===== config.mk =====
export PLATFORM = sky130hd
export DESIGN_NAME = if_id_stage_register
export DESIGN_NICKNAME = d
export VERILOG_FILES = /design/src/rtl/if_id_pkg.sv /design/src/rtl/if_id_entry_reg.sv /design/src/rtl/if_id_stage_register.sv
export SDC_FILE = /design/constraint.sdc
export NUM_CORES = 1
export LEC_CHECK = 0
export ABC_AREA = 1
export BUFFER_PORTS_ARGS = -buffer_cell sky130_fd_sc_hd__buf_2
export CELL_PAD_IN_SITES_DETAIL_PLACEMENT = 1
export CELL_PAD_IN_SITES_GLOBAL_PLACEMENT = 1
export CORE_MARGIN = 3
export CORE_UTILIZATION = 40
export CTS_CLUSTER_DIAMETER = 150
export CTS_CLUSTER_SIZE = 40
export DETAILED_ROUTE_END_ITERATION = 10
export PLACE_DENSITY_LB_ADDON = 0.1
export SYNTH_ARGS = -nofsm -noshare
export SYNTH_HDL_FRONTEND = slang
export SYNTH_SLANG_ARGS = --single-unit

===== constraint.sdc =====
create_clock -name clk -period 3.8 [get_ports clk]
set_input_delay 0.38 -clock clk [delete_from_list [all_inputs] [get_ports clk]]
set_output_delay 0.38 -clock clk [all_outputs]
set_load 0.05 [all_outputs]

===== src/rtl/if_id_pkg.sv =====
// Shared definitions for the IF/ID pipeline register.
//   - state_t       : occupancy state of the stage (EMPTY / BUSY / FULL)
//   - NOP_DEFAULT   : default instruction word driven when no entry is held
//   - entry_width() : width of one packed {pc, npc, instr} entry
package if_id_pkg;

    typedef enum logic [1:0] {
        ST_EMPTY = 2'd0,
        ST_BUSY  = 2'd1,
        ST_FULL  = 2'd2
    } state_t;

    localparam logic [31:0] NOP_DEFAULT = 32'h0000_0000;

    // One entry is packed as {pc, npc, instr}.
    function automatic int entry_width(input int width);
        return 3 * width;
    endfunction

endpackage


===== src/rtl/if_id_entry_reg.sv =====
// Enable-loaded register holding one packed {pc, npc, instr} entry.
// Ports:
//   clk, rst_n : clock and asynchronous active-low reset
//   clear      : synchronous load of the empty entry {0, 0, NOP}; wins over load
//   load       : capture d on the rising edge
//   d          : incoming entry {pc, npc, instr}
//   q          : held entry {pc, npc, instr}
module if_id_entry_reg
    import if_id_pkg::*;
#(
    parameter int               WIDTH = 32,
    parameter logic [WIDTH-1:0] NOP   = WIDTH'(NOP_DEFAULT)
) (
    input  logic                            clk,
    input  logic                            rst_n,
    input  logic                            clear,
    input  logic                            load,
    input  logic [entry_width(WIDTH)-1:0]   d,
    output logic [entry_width(WIDTH)-1:0]   q
);

    localparam logic [entry_width(WIDTH)-1:0] EMPTY_ENTRY = {{(2*WIDTH){1'b0}}, NOP};

    always_ff @(posedge clk or negedge rst_n) begin
        if (!rst_n) begin
            q <= EMPTY_ENTRY;
        end else if (clear) begin
            q <= EMPTY_ENTRY;
        end else if (load) begin
            q <= d;
        end
    end

endmodule


===== src/rtl/if_id_stage_register.sv =====
// IF/ID pipeline register with a two-entry skid buffer.
// Ports:
//   clk, rst_n                      : clock, asynchronous active-low reset
//   in_valid / in_ready             : fetch-side handshake (in_ready is registered)
//   in_pc, in_npc, in_instr         : fetched entry
//   out_valid / out_ready           : decode-side handshake
//   out_pc, out_npc, out_instr      : held entry ({0, 0, NOP} when out_valid is low)
//   flush                           : synchronous discard of held and incoming entries
//   stall_cnt                       : saturating count of cycles with out_valid & !out_ready
module if_id_stage_register
    import if_id_pkg::*;
#(
    parameter int               WIDTH = 32,
    parameter logic [WIDTH-1:0] NOP   = WIDTH'(NOP_DEFAULT),
    parameter int               CNT_W = 16
) (
    input  logic             clk,
    input  logic             rst_n,
    input  logic             in_valid,
    output logic             in_ready,
    input  logic [WIDTH-1:0] in_pc,
    input  logic [WIDTH-1:0] in_npc,
    input  logic [WIDTH-1:0] in_instr,
    output logic             out_valid,
    input  logic             out_ready,
    output logic [WIDTH-1:0] out_pc,
    output logic [WIDTH-1:0] out_npc,
    output logic [WIDTH-1:0] out_instr,
    input  logic             flush,
    output logic [CNT_W-1:0] stall_cnt
);

    localparam int EW = entry_width(WIDTH);

    state_t          state;
    state_t          state_next;
    logic            main_load;
    logic            main_clear;
    logic            main_from_skid;
    logic            skid_load;
    logic [EW-1:0]   in_entry;
    logic [EW-1:0]   main_d;
    logic [EW-1:0]   main_q;
    logic [EW-1:0]   skid_q;

    assign in_entry = {in_pc, in_npc, in_instr};
    assign main_d   = main_from_skid ? skid_q : in_entry;

    // State register
    always_ff @(posedge clk or negedge rst_n) begin
        if (!rst_n) begin
            state <= ST_EMPTY;
        end else begin
            state <= state_next;
        end
    end

    // Next-state logic
    always_comb begin
        state_next = state;
        case (state)
            ST_EMPTY: if (in_valid) state_next = ST_BUSY;
            ST_BUSY: begin
                if (in_valid && !out_ready)      state_next = ST_FULL;
                else if (!in_valid && out_ready) state_next = ST_EMPTY;
            end
            ST_FULL:  if (out_ready) state_next = ST_BUSY;
            default:  state_next = ST_EMPTY;
        endcase
        if (flush) state_next = ST_EMPTY;
    end

    // Output and datapath control. The main register is cleared whenever the
    // stage becomes empty, so the out_* ports read {0, 0, NOP} straight from
    // the register without an output mux.
    always_comb begin
        in_ready       = 1'b0;
        out_valid      = 1'b0;
        main_load      = 1'b0;
        main_clear     = 1'b0;
        main_from_skid = 1'b0;
        skid_load      = 1'b0;
        case (state)
            ST_EMPTY: begin
                in_ready  = 1'b1;
                main_load = in_valid;
            end
            ST_BUSY: begin
                in_ready   = 1'b1;
                out_valid  = 1'b1;
                main_load  = in_valid && out_ready;
                skid_load  = in_valid && !out_ready;
                main_clear = !in_valid && out_ready;
            end
            ST_FULL: begin
                out_valid      = 1'b1;
                main_load      = out_ready;
                main_from_skid = out_ready;
            end
            default: begin
                main_clear = 1'b1;
            end
        endcase
        if (flush) begin
            main_clear = 1'b1;
            main_load  = 1'b0;
            skid_load  = 1'b0;
        end
    end

    if_id_entry_reg #(
        .WIDTH (WIDTH),
        .NOP   (NOP)
    ) u_main (
        .clk   (clk),
        .rst_n (rst_n),
        .clear (main_clear),
        .load  (main_load),
        .d     (main_d),
        .q     (main_q)
    );

    if_id_entry_reg #(
        .WIDTH (WIDTH),
        .NOP   (NOP)
    ) u_skid (
        .clk   (clk),
        .rst_n (rst_n),
        .clear (flush),
        .load  (skid_load),
        .d     (in_entry),
        .q     (skid_q)
    );

    assign {out_pc, out_npc, out_instr} = main_q;

    // Stall counter: saturates at all ones, only reset clears it.
    always_ff @(posedge clk or negedge rst_n) begin
        if (!rst_n) begin
            stall_cnt <= '0;
        end else if (out_valid && !out_ready && (stall_cnt != {CNT_W{1'b1}})) begin
            stall_cnt <= stall_cnt + CNT_W'(1);
        end
    end

endmodule


### Yosys cells after proc, flatten, opt, wreduce, memory -nomap -nowiden

Cells that the tools add are included.

* reductions and logical operators: 14
* muxes and demuxes: 20
* eq/ne operators: 6
* $add $sub $neg: 1

Operators by type and width (number)
* 96-bit 2-to-1 mux: 5
* 16-bit by 1-bit adder with 16-bit output, second input constant: 1
* 16-bit != test, second input constant: 1
* 2-bit 2-to-1 mux: 5
* 1-bit 2-to-1 mux: 7
* 3-bit != test, second input constant: 2
* 2-bit one-hot mux with 3 select lines: 1
* 2-bit OR reduction: 3
* 1-bit logical AND: 5
* 4-bit != test, second input constant: 1
* 2-bit nonzero test: 2
* 1-bit one-hot mux with 3 select lines: 1
* 3-bit AND reduction: 1
* 2-bit by 1-bit equality test with 1-bit output, second input constant: 1
* 2-bit equality test, second input constant: 1
* 1-bit logical NOT: 2
* 2-bit logical NOT: 1
* 1-bit one-hot mux with 2 select lines: 1

* flip-flop bits (word level): 210
* logic and storage cells: 45

### Longest topological paths before layout

Gate-level depths: netlist of the first run.

* depth after elaboration: 6
* depth in mapped cells: 10
* gate-level depth less buffers: 9

### Modules after synthesis

Synthesis of the first run repeated with hierarchy kept, for this count alone.

* cells, all modules: 1125
* area, all modules: 10087.2 sq um

Modules (own cells, without submodules)
* if_id_entry_reg: times used 2, seq. area each 2402.3 sq um, area each 3779.9 sq um, cells each 417
* if_id_stage_register: times used 1, seq. area each 450.4 sq um, area each 2527.4 sq um, cells each 291

### Worst setup path before layout of the first run

Ideal clock, no wire load.

* path kind: reg2reg
* start: register state[1]
* end: register u_main.q[10]
* arrival: 1.760 ns
* path buffers: 2
* period minus slack after synthesis: 1.891 ns
* required time: 3.669 ns
* setup slack: 1.909 ns
* stages on the path, launching flop included: 11
* cells stage by stage: dfrtp_1 inv_1 ha_1 inv_1 nand2_1 o211ai_1 nand3_2 buf_4 buf_4 nand2_1 o21ai_0

* word-level cells in the longest chain between the ends: 5
* elaborated cells on any way between the ends: 13

RTL lines
* start: declaration: line if_id_stage_register.sv:35 `state_t state;`
* start signal: assignment: line if_id_stage_register.sv:54 `state <= state_next;`
* 2-bit equality test / 2-bit logical NOT (equally long branches): line if_id_stage_register.sv:83 `case (state)`
* 2-bit OR reduction (no source line) / 1-bit 2-to-1 mux (equally long branches)
* 1-bit one-hot mux with 2 select lines / 96-bit 2-to-1 mux (equally long branches): line if_id_stage_register.sv:83, if_id_stage_register.sv:47
* 1-bit 2-to-1 mux / 96-bit 2-to-1 mux (equally long branches): line if_id_stage_register.sv:104, if_id_entry_reg.sv:29
* 96-bit 2-to-1 mux / 2-bit nonzero test (equally long branches)
* end signal: assignment: line if_id_entry_reg.sv:26 `q <= EMPTY_ENTRY;`
* end signal: assignment: line if_id_entry_reg.sv:28 `q <= EMPTY_ENTRY;`
* end signal: assignment: line if_id_entry_reg.sv:30 `q <= d;`
* end: declaration: line if_id_entry_reg.sv:19 `output logic [entry_width(WIDTH)-1:0] q`

Parallel ways exist; a longest one is shown, timed or not. The select of a mux whose other input is x is not followed.
A chain may end at the register's enable or synchronous reset.

### Worst setup path in the final report of the first run

* start: register state[1]
* end: register u_main.q[14]

The elaborated chain is that of the path after synthesis.

==> reports/results.ini, run 1 <==
[outcome]
status=finished, final reports clean

[cts]
cts_hold_buf=1
numClockSinks=210
cts_tree=built
ctsHtreeMaxLevel=1
clkTransAtPathRegs_ns=0.15
postCtsSetupBuffers=0
numCtsBuffers=9
cts_resized=0
clk_latency_ns=0.48
cts_root_buf=clkbuf_16
cts_buffer_depth=3

[global_route]
grt_pass1_vias=9194
met2_usage=0.362
grt_max_degree=193
grt-busiest-layer=met2
antenna_found_initial=3
grt_pass1_wl_um=46100
grt_use_met1=0.280
gr-usage-met3=0.0272
grt_overflow=0
grt.total_usage=0.206

[timing]
drv_slew=0
fin_skew_ns=0.0514
min_period_ns=2.42
worstMarginPinSlew_ns=1.17
setup_ws_ns=1.38
hold_viol=0
final.setup.tns_ns=0
fin_crit_sh=0.636
slew_headroom=0.221
rsz0062_at_grt=no
max_freq_mhz=413
setup_viol=0

[critical_path]
reg2reg_from=state[1]$_DFFE_PN0P_
reg2reg_depth=8
path_class=reg -> reg
cp.arrival_ns=2.73
r2r_setup_slack_ns=1.38
endpoint_kind=flop
crit_fanout=96
rr_endpoint=u_main.q[14]$_DFFE_PN0P_
crit_required_ns=4.12
crit_path_start_kind=flop

[finish]
fin_nets=1576
area_delta_synth_final_pct=15.0
post-route-util=0.473
drive_gt1_frac=0.170
n_antenna_cell=0
register_area_um2=5260
final_common_cell=nand2_1
most-common-layout-cells=nand2_1, buf_2, inv_1
fillers=3164
multi_input_area_um2=3700

[power]
power_density_nw_per_um2=438
ir_worst_vdd_mv=0.419
total_leakage_power_nw=6.28

[worst_hold_path]
hp-class=in -> reg
holdPathEnd=u_skid.q[24]$_DFFE_PN0P_
hold_depth=3
hp-start=in_instr[24]

[floorplan]
io_pins=215
rows=57
core_um2=24600
die-area_um2=27300
initial_core_util=0.412
die_w_um=165
die_y_um=165

[yosys]
syn-cell-area_um2=10100
synth_warnings=0
syn_avg_cell_area_um2=7.71
synthesis.nets=1421
synthCells=1315
ys_ff_latch=210
seq_area_frac_synth=0.519
synth_cell_types=22

[route]
drt_pass1_iterations=4
drc_errors=0
ant_nets=0
routed_wl_um=28100
viasPerCell=5.00
drt_iter0_markers=400
via_count=8970
post_drt_wl_per_cell_um=15.7

[place]
gp_congestion=0.769
preCtsSetupSlack_ns=1.27
place_hpwl_um=18000
io_buffers=214

[run]
drv_cap=0

[sequential cells by signal (all words and copies together) (netlist names)]
signal and flops:
state 2, stall_cnt 16, u_skid.q 96, u_main.q 96
[worst max path at each step]
stage / from / endpoint / slack, ns / cells after the start
floorplan: state[1]$_DFFE_PN0P_ / u_main.q[10]$_DFFE_PN0P_ / 1.91 / 10
global placement: flush / u_skid.q[33]$_DFFE_PN0P_ / 1.32 / 5
detailed placement: flush / u_skid.q[72]$_DFFE_PN0P_ / 1.27 / 5
CTS: state[1]$_DFFE_PN0P_ / u_main.q[14]$_DFFE_PN0P_ / 1.34 / 8
global route: state[1]$_DFFE_PN0P_ / u_main.q[9]$_DFFE_PN0P_ / 1.13 / 8
finish: state[1]$_DFFE_PN0P_ / u_main.q[14]$_DFFE_PN0P_ / 1.38 / 8
[cell usage after synthesis (all sizes together)]
library cell,count,share of area
buf,44,0.025
dfrtp,210,0.52
nor2,115,0.043
xnor2,7,0.0061
inv,215,0.080
o211ai,1,0.00074
nand3b,1,0.00074
o21ai,300,0.15
ha,5,0.0062
a21oi,1,0.00049
clkbuf,40,0.015
nand2,267,0.099
nand4,4,0.0025
nand3,105,0.053
[metrics by stage]
| step | cells | power (mW) | area (um2) | hold slack [ns] |
|---|---|---|---|---|
| after CTS | 1793 | 5.18 | 11600 | 0.134 |
| final | 1793 | 5.10 | 11600 | 0.139 |
| after global routing | 1793 | 5.40 | 11600 | 0.139 |
| after global placement | 1782 | 3.96 | 11400 | 0.488 |
| after floorplan | 1315 | 3.56 | 10100 | 0.0844 |
| after detailed placement | 1782 | 3.98 | 11400 | 0.496 |
[worst max-delay path, cell delays in order, from the launching register on]
cell and delay [ns]:
dfrtp_1 0.45, inv_1 0.10, ha_1 0.25, inv_1 0.12
o21ai_4 0.17, buf_4 0.92, nor2_1 0.08, nand2_1 0.10
o21ai_0 0.07
[cell families after synthesis]
logic type / share of synthesized area
fa+ha+maj: 0.00617
compound gates: 0.151
xor+xnor: 0.00605
flops: 0.519
simple gates: 0.199
buf+inv: 0.120
[layout make-up]
type	instances	area share
Clock buffer	9	0.0193
Clock inverter	1	0.00258
Inverter	215	0.0694
Multi-Input combinational cell	806	0.317
Sequential cell	210	0.451
Tap cell	324	0.0348
Timing Repair Buffer	228	0.105
[power breakdown]
| group | leakage (nW) | total (mW) | switching (mW) | internal (mW) |
|---|---|---|---|---|
| clock | 0.122 | 1.18 | 0.734 | 0.448 |
| sequential | 2.83 | 2.54 | 0.123 | 2.42 |
| combinational | 3.33 | 1.38 | 1.06 | 0.325 |
[layer usage]
metal / share of wire / wire length [um]
met2: 0.48 / 13600
met4: 0.0079 / 222
met3: 0.042 / 1180
met5: 0.0013 / 36
met1: 0.47 / 13100
Note: power is estimated with default switching activity, not from simulation.
==> inputs of run 2 (changes only) <==
--- a/config.mk
+++ b/config.mk
@@ -10,7 +10,7 @@
 export CELL_PAD_IN_SITES_DETAIL_PLACEMENT = 1
 export CELL_PAD_IN_SITES_GLOBAL_PLACEMENT = 1
 export CORE_MARGIN = 3
-export CORE_UTILIZATION = 40
+export CORE_UTILIZATION = 36
 export CTS_CLUSTER_DIAMETER = 150
 export CTS_CLUSTER_SIZE = 40
 export DETAILED_ROUTE_END_ITERATION = 10
==> constraint.sdc (replaced) <==
create_clock -name clk -period 2.1 [get_ports clk]
set_input_delay 0.21 -clock clk [delete_from_list [all_inputs] [get_ports clk]]
set_output_delay 0.21 -clock clk [all_outputs]
set_load 0.05 [all_outputs]
==> run 2 against run 1 <==
  * First-iteration DRC count is 7.8% higher
  * Cell count is 7.6% higher
  * Die area is 11% higher
  * Clock power is 81% higher
  * Power is 85% higher
  * Non-clock buffer count is 89 higher
  * Clock-buffer cell count stayed put
==> reports/results.ini, run 2 (synthesis gave the netlist of run 1 again) <==
[outcome]
status=finished, final reports clean

[finish]
n_antenna_cell=0  ; unchanged
most-common-layout-cells=nand2_1, buf_2, inv_1
fin_nets=1665  ; +5.6%
area_delta_synth_final_pct=25.5
largestRegisters=u_main.q: 96 flops, u_skid.q: 96 flops, stall_cnt: 16 flops
instances_no_fill=1930  ; +7.6%
final_common_cell=nand2_1
drive_gt1_frac=0.165  ; -0.00523

[critical_path]
reg2reg_depth=9  ; +1
path_class=reg -> out
crit_fanout=4  ; -96%
rr_endpoint=u_main.q[11]$_DFFE_PN0P_
reg2reg_from=state[0]$_DFFE_PN0P_
r2r_setup_slack_ns=0.22  ; -1.16 ns
crit_start=state[0]$_DFFE_PN0P_
endpoint=in_ready
endpoint_kind=primary output
crit_path_start_kind=flop
crit_required_ns=1.89  ; -2.23 ns
cp.arrival_ns=1.68  ; -1.05 ns

[cts]
numClockSinks=210  ; unchanged
cts_buffer_depth=3  ; unchanged
ctsHtreeMaxLevel=1  ; unchanged
clkTransAtPathRegs_ns=0.15  ; about the same
cts_resized=0  ; unchanged
numCtsBuffers=9  ; unchanged
cts_root_buf=clkbuf_16
cts_hold_buf=83  ; +82
postCtsSetupBuffers=0  ; unchanged
cts_tree=built
clk_latency_ns=0.49  ; about the same

[floorplan]
initial_core_util=0.371  ; -0.0410
io_pins=215  ; unchanged
die_w_um=174  ; +5.2%
rows=60  ; +5.3%
die_y_um=174  ; +5.2%
die-area_um2=30200  ; +11%
core_um2=27300  ; +11%

[route]
drt_iter0_markers=431  ; +7.8%
met1Wirelength_um=14300  ; +9.0%
routed_wl_um=29800  ; +6.2%
via_count=9266  ; +3.3%
drc_errors=0  ; unchanged
viasPerCell=4.80  ; -4.0%
ant_nets=0  ; unchanged
post_drt_wl_per_cell_um=15.4  ; -1.3%
wl_met2_um=14300  ; +5.2%
top_layer=met5
wl_met3_um=1110  ; -6.6%
drt_pass1_iterations=4  ; unchanged

[power]
p_int_mw=5.91  ; +85%
total_leakage_power_nw=6.72  ; +7.0%
comb_power_share=0.284  ; +0.013
power_mw=9.43  ; +85%
p_sw_mw=3.52  ; +84%
ir_worst_vdd_mv=0.717  ; +71%
power_frac_seq=0.489  ; -0.009
power_density_nw_per_um2=742  ; +69%
clkPwrFrac=0.227  ; -0.005
switching_share=0.373  ; -0.00187

[place]
place_hpwl_um=18800  ; +4.6%
preCtsSetupSlack_ns=0.239  ; -1.03 ns
io_buffers=214  ; unchanged
placedCellCount=1837  ; +3.1%
gp_congestion=0.732  ; -4.7%

[global_route]
antenna_found_initial=1  ; -2
grt_pass1_wl_um=50400  ; +9.2%
grt_overflow=0  ; unchanged
grt_pass1_vias=9822  ; +6.8%
grt.total_usage=0.197  ; -0.00841
grt_max_degree=107  ; -45%

[timing]
fin_skew_ns=0.0576  ; +0.00621 ns
final.setup.tns_ns=0  ; unchanged
rsz0062_at_grt=no
fin_crit_sh=0.899
setup_viol=0  ; unchanged
max_freq_mhz=530
setup_ws_ns=0.212  ; -1.17 ns
slew_headroom=0.538  ; +0.317
hold_viol=0  ; unchanged
min_period_ns=1.89
timing.hold.ws_ns=0.00931  ; -0.130 ns
worstMarginPinSlew_ns=0.693  ; -0.476 ns
drv_slew=0  ; unchanged

[worst_hold_path]
hold_depth=3  ; unchanged
hp-class=in -> reg

[run]
drv_cap=0  ; unchanged

-- run 2: changes by cell type in the layout (fill, tap and decap cells not counted), sizes merged --
cell / previous run / this run
buf: 227 / 234
dlygate4sd3: 1 / 83
-- run 2: per-stage QoR --
stage	utilization	area, um2
floorplan	-	10100
global placement	0.425	11600
detailed placement	0.425	11600
CTS	0.465	12700
global route	0.465	12700
finish	0.465	12700
-- run 2: area by class of cell --
| cell class | count | area, um2 |
|---|---|---|
| flip-flops and latches | 210 | 5260 |
| repair buffers | 317 | 2220 |
| multi-input cells | 806 | 3700 |
| clock inverters | 1 | 30.0 |
| clock buffers | 9 | 225 |
| well taps | 372 | 465 |
| fillers | 3440 | 14600 |
| inverters | 215 | 808 |
-- run 2: critical path, cell delays in order, from the launching register on --
cell	delay, ns
dfrtp_1	0.44
inv_1	0.13
ha_1	0.19
inv_1	0.06
nand2_1	0.08
buf_2	0.28
-- run 2: routing by layer --
metal / vias up / track usage
met5: - / 0
met4: 2 / 0.0225
met2: 145 / 0.346
li1: 4574 / -
met3: 15 / 0.0243
met1: 4530 / 0.271
-- run 2: worst min path at each step --
stage | start | end | slack (ns)
finish | in_instr[9] | u_skid.q[9]$_DFFE_PN0P_ | 0.009
global route | in_pc[9] | u_skid.q[73]$_DFFE_PN0P_ | 0.005
CTS | in_instr[3] | u_skid.q[3]$_DFFE_PN0P_ | 0.00002
detailed placement | rst_n | u_main.q[76]$_DFFE_PN0P_ | 0.12
global placement | rst_n | u_main.q[76]$_DFFE_PN0P_ | 0.13
floorplan | rst_n | stall_cnt[0]$_DFFE_PN0P_ | -0.09
-- run 2: power by group through the flow --
stage	Clock, mW	Sequential (mW)	Combinational (mW)
after floorplan	0	5.57	0.883
after global placement	0	4.68	2.54
after detailed placement	0	4.68	2.58
after CTS	2.25	4.61	2.71
after global routing	2.36	4.66	2.93
final	2.14	4.61	2.68
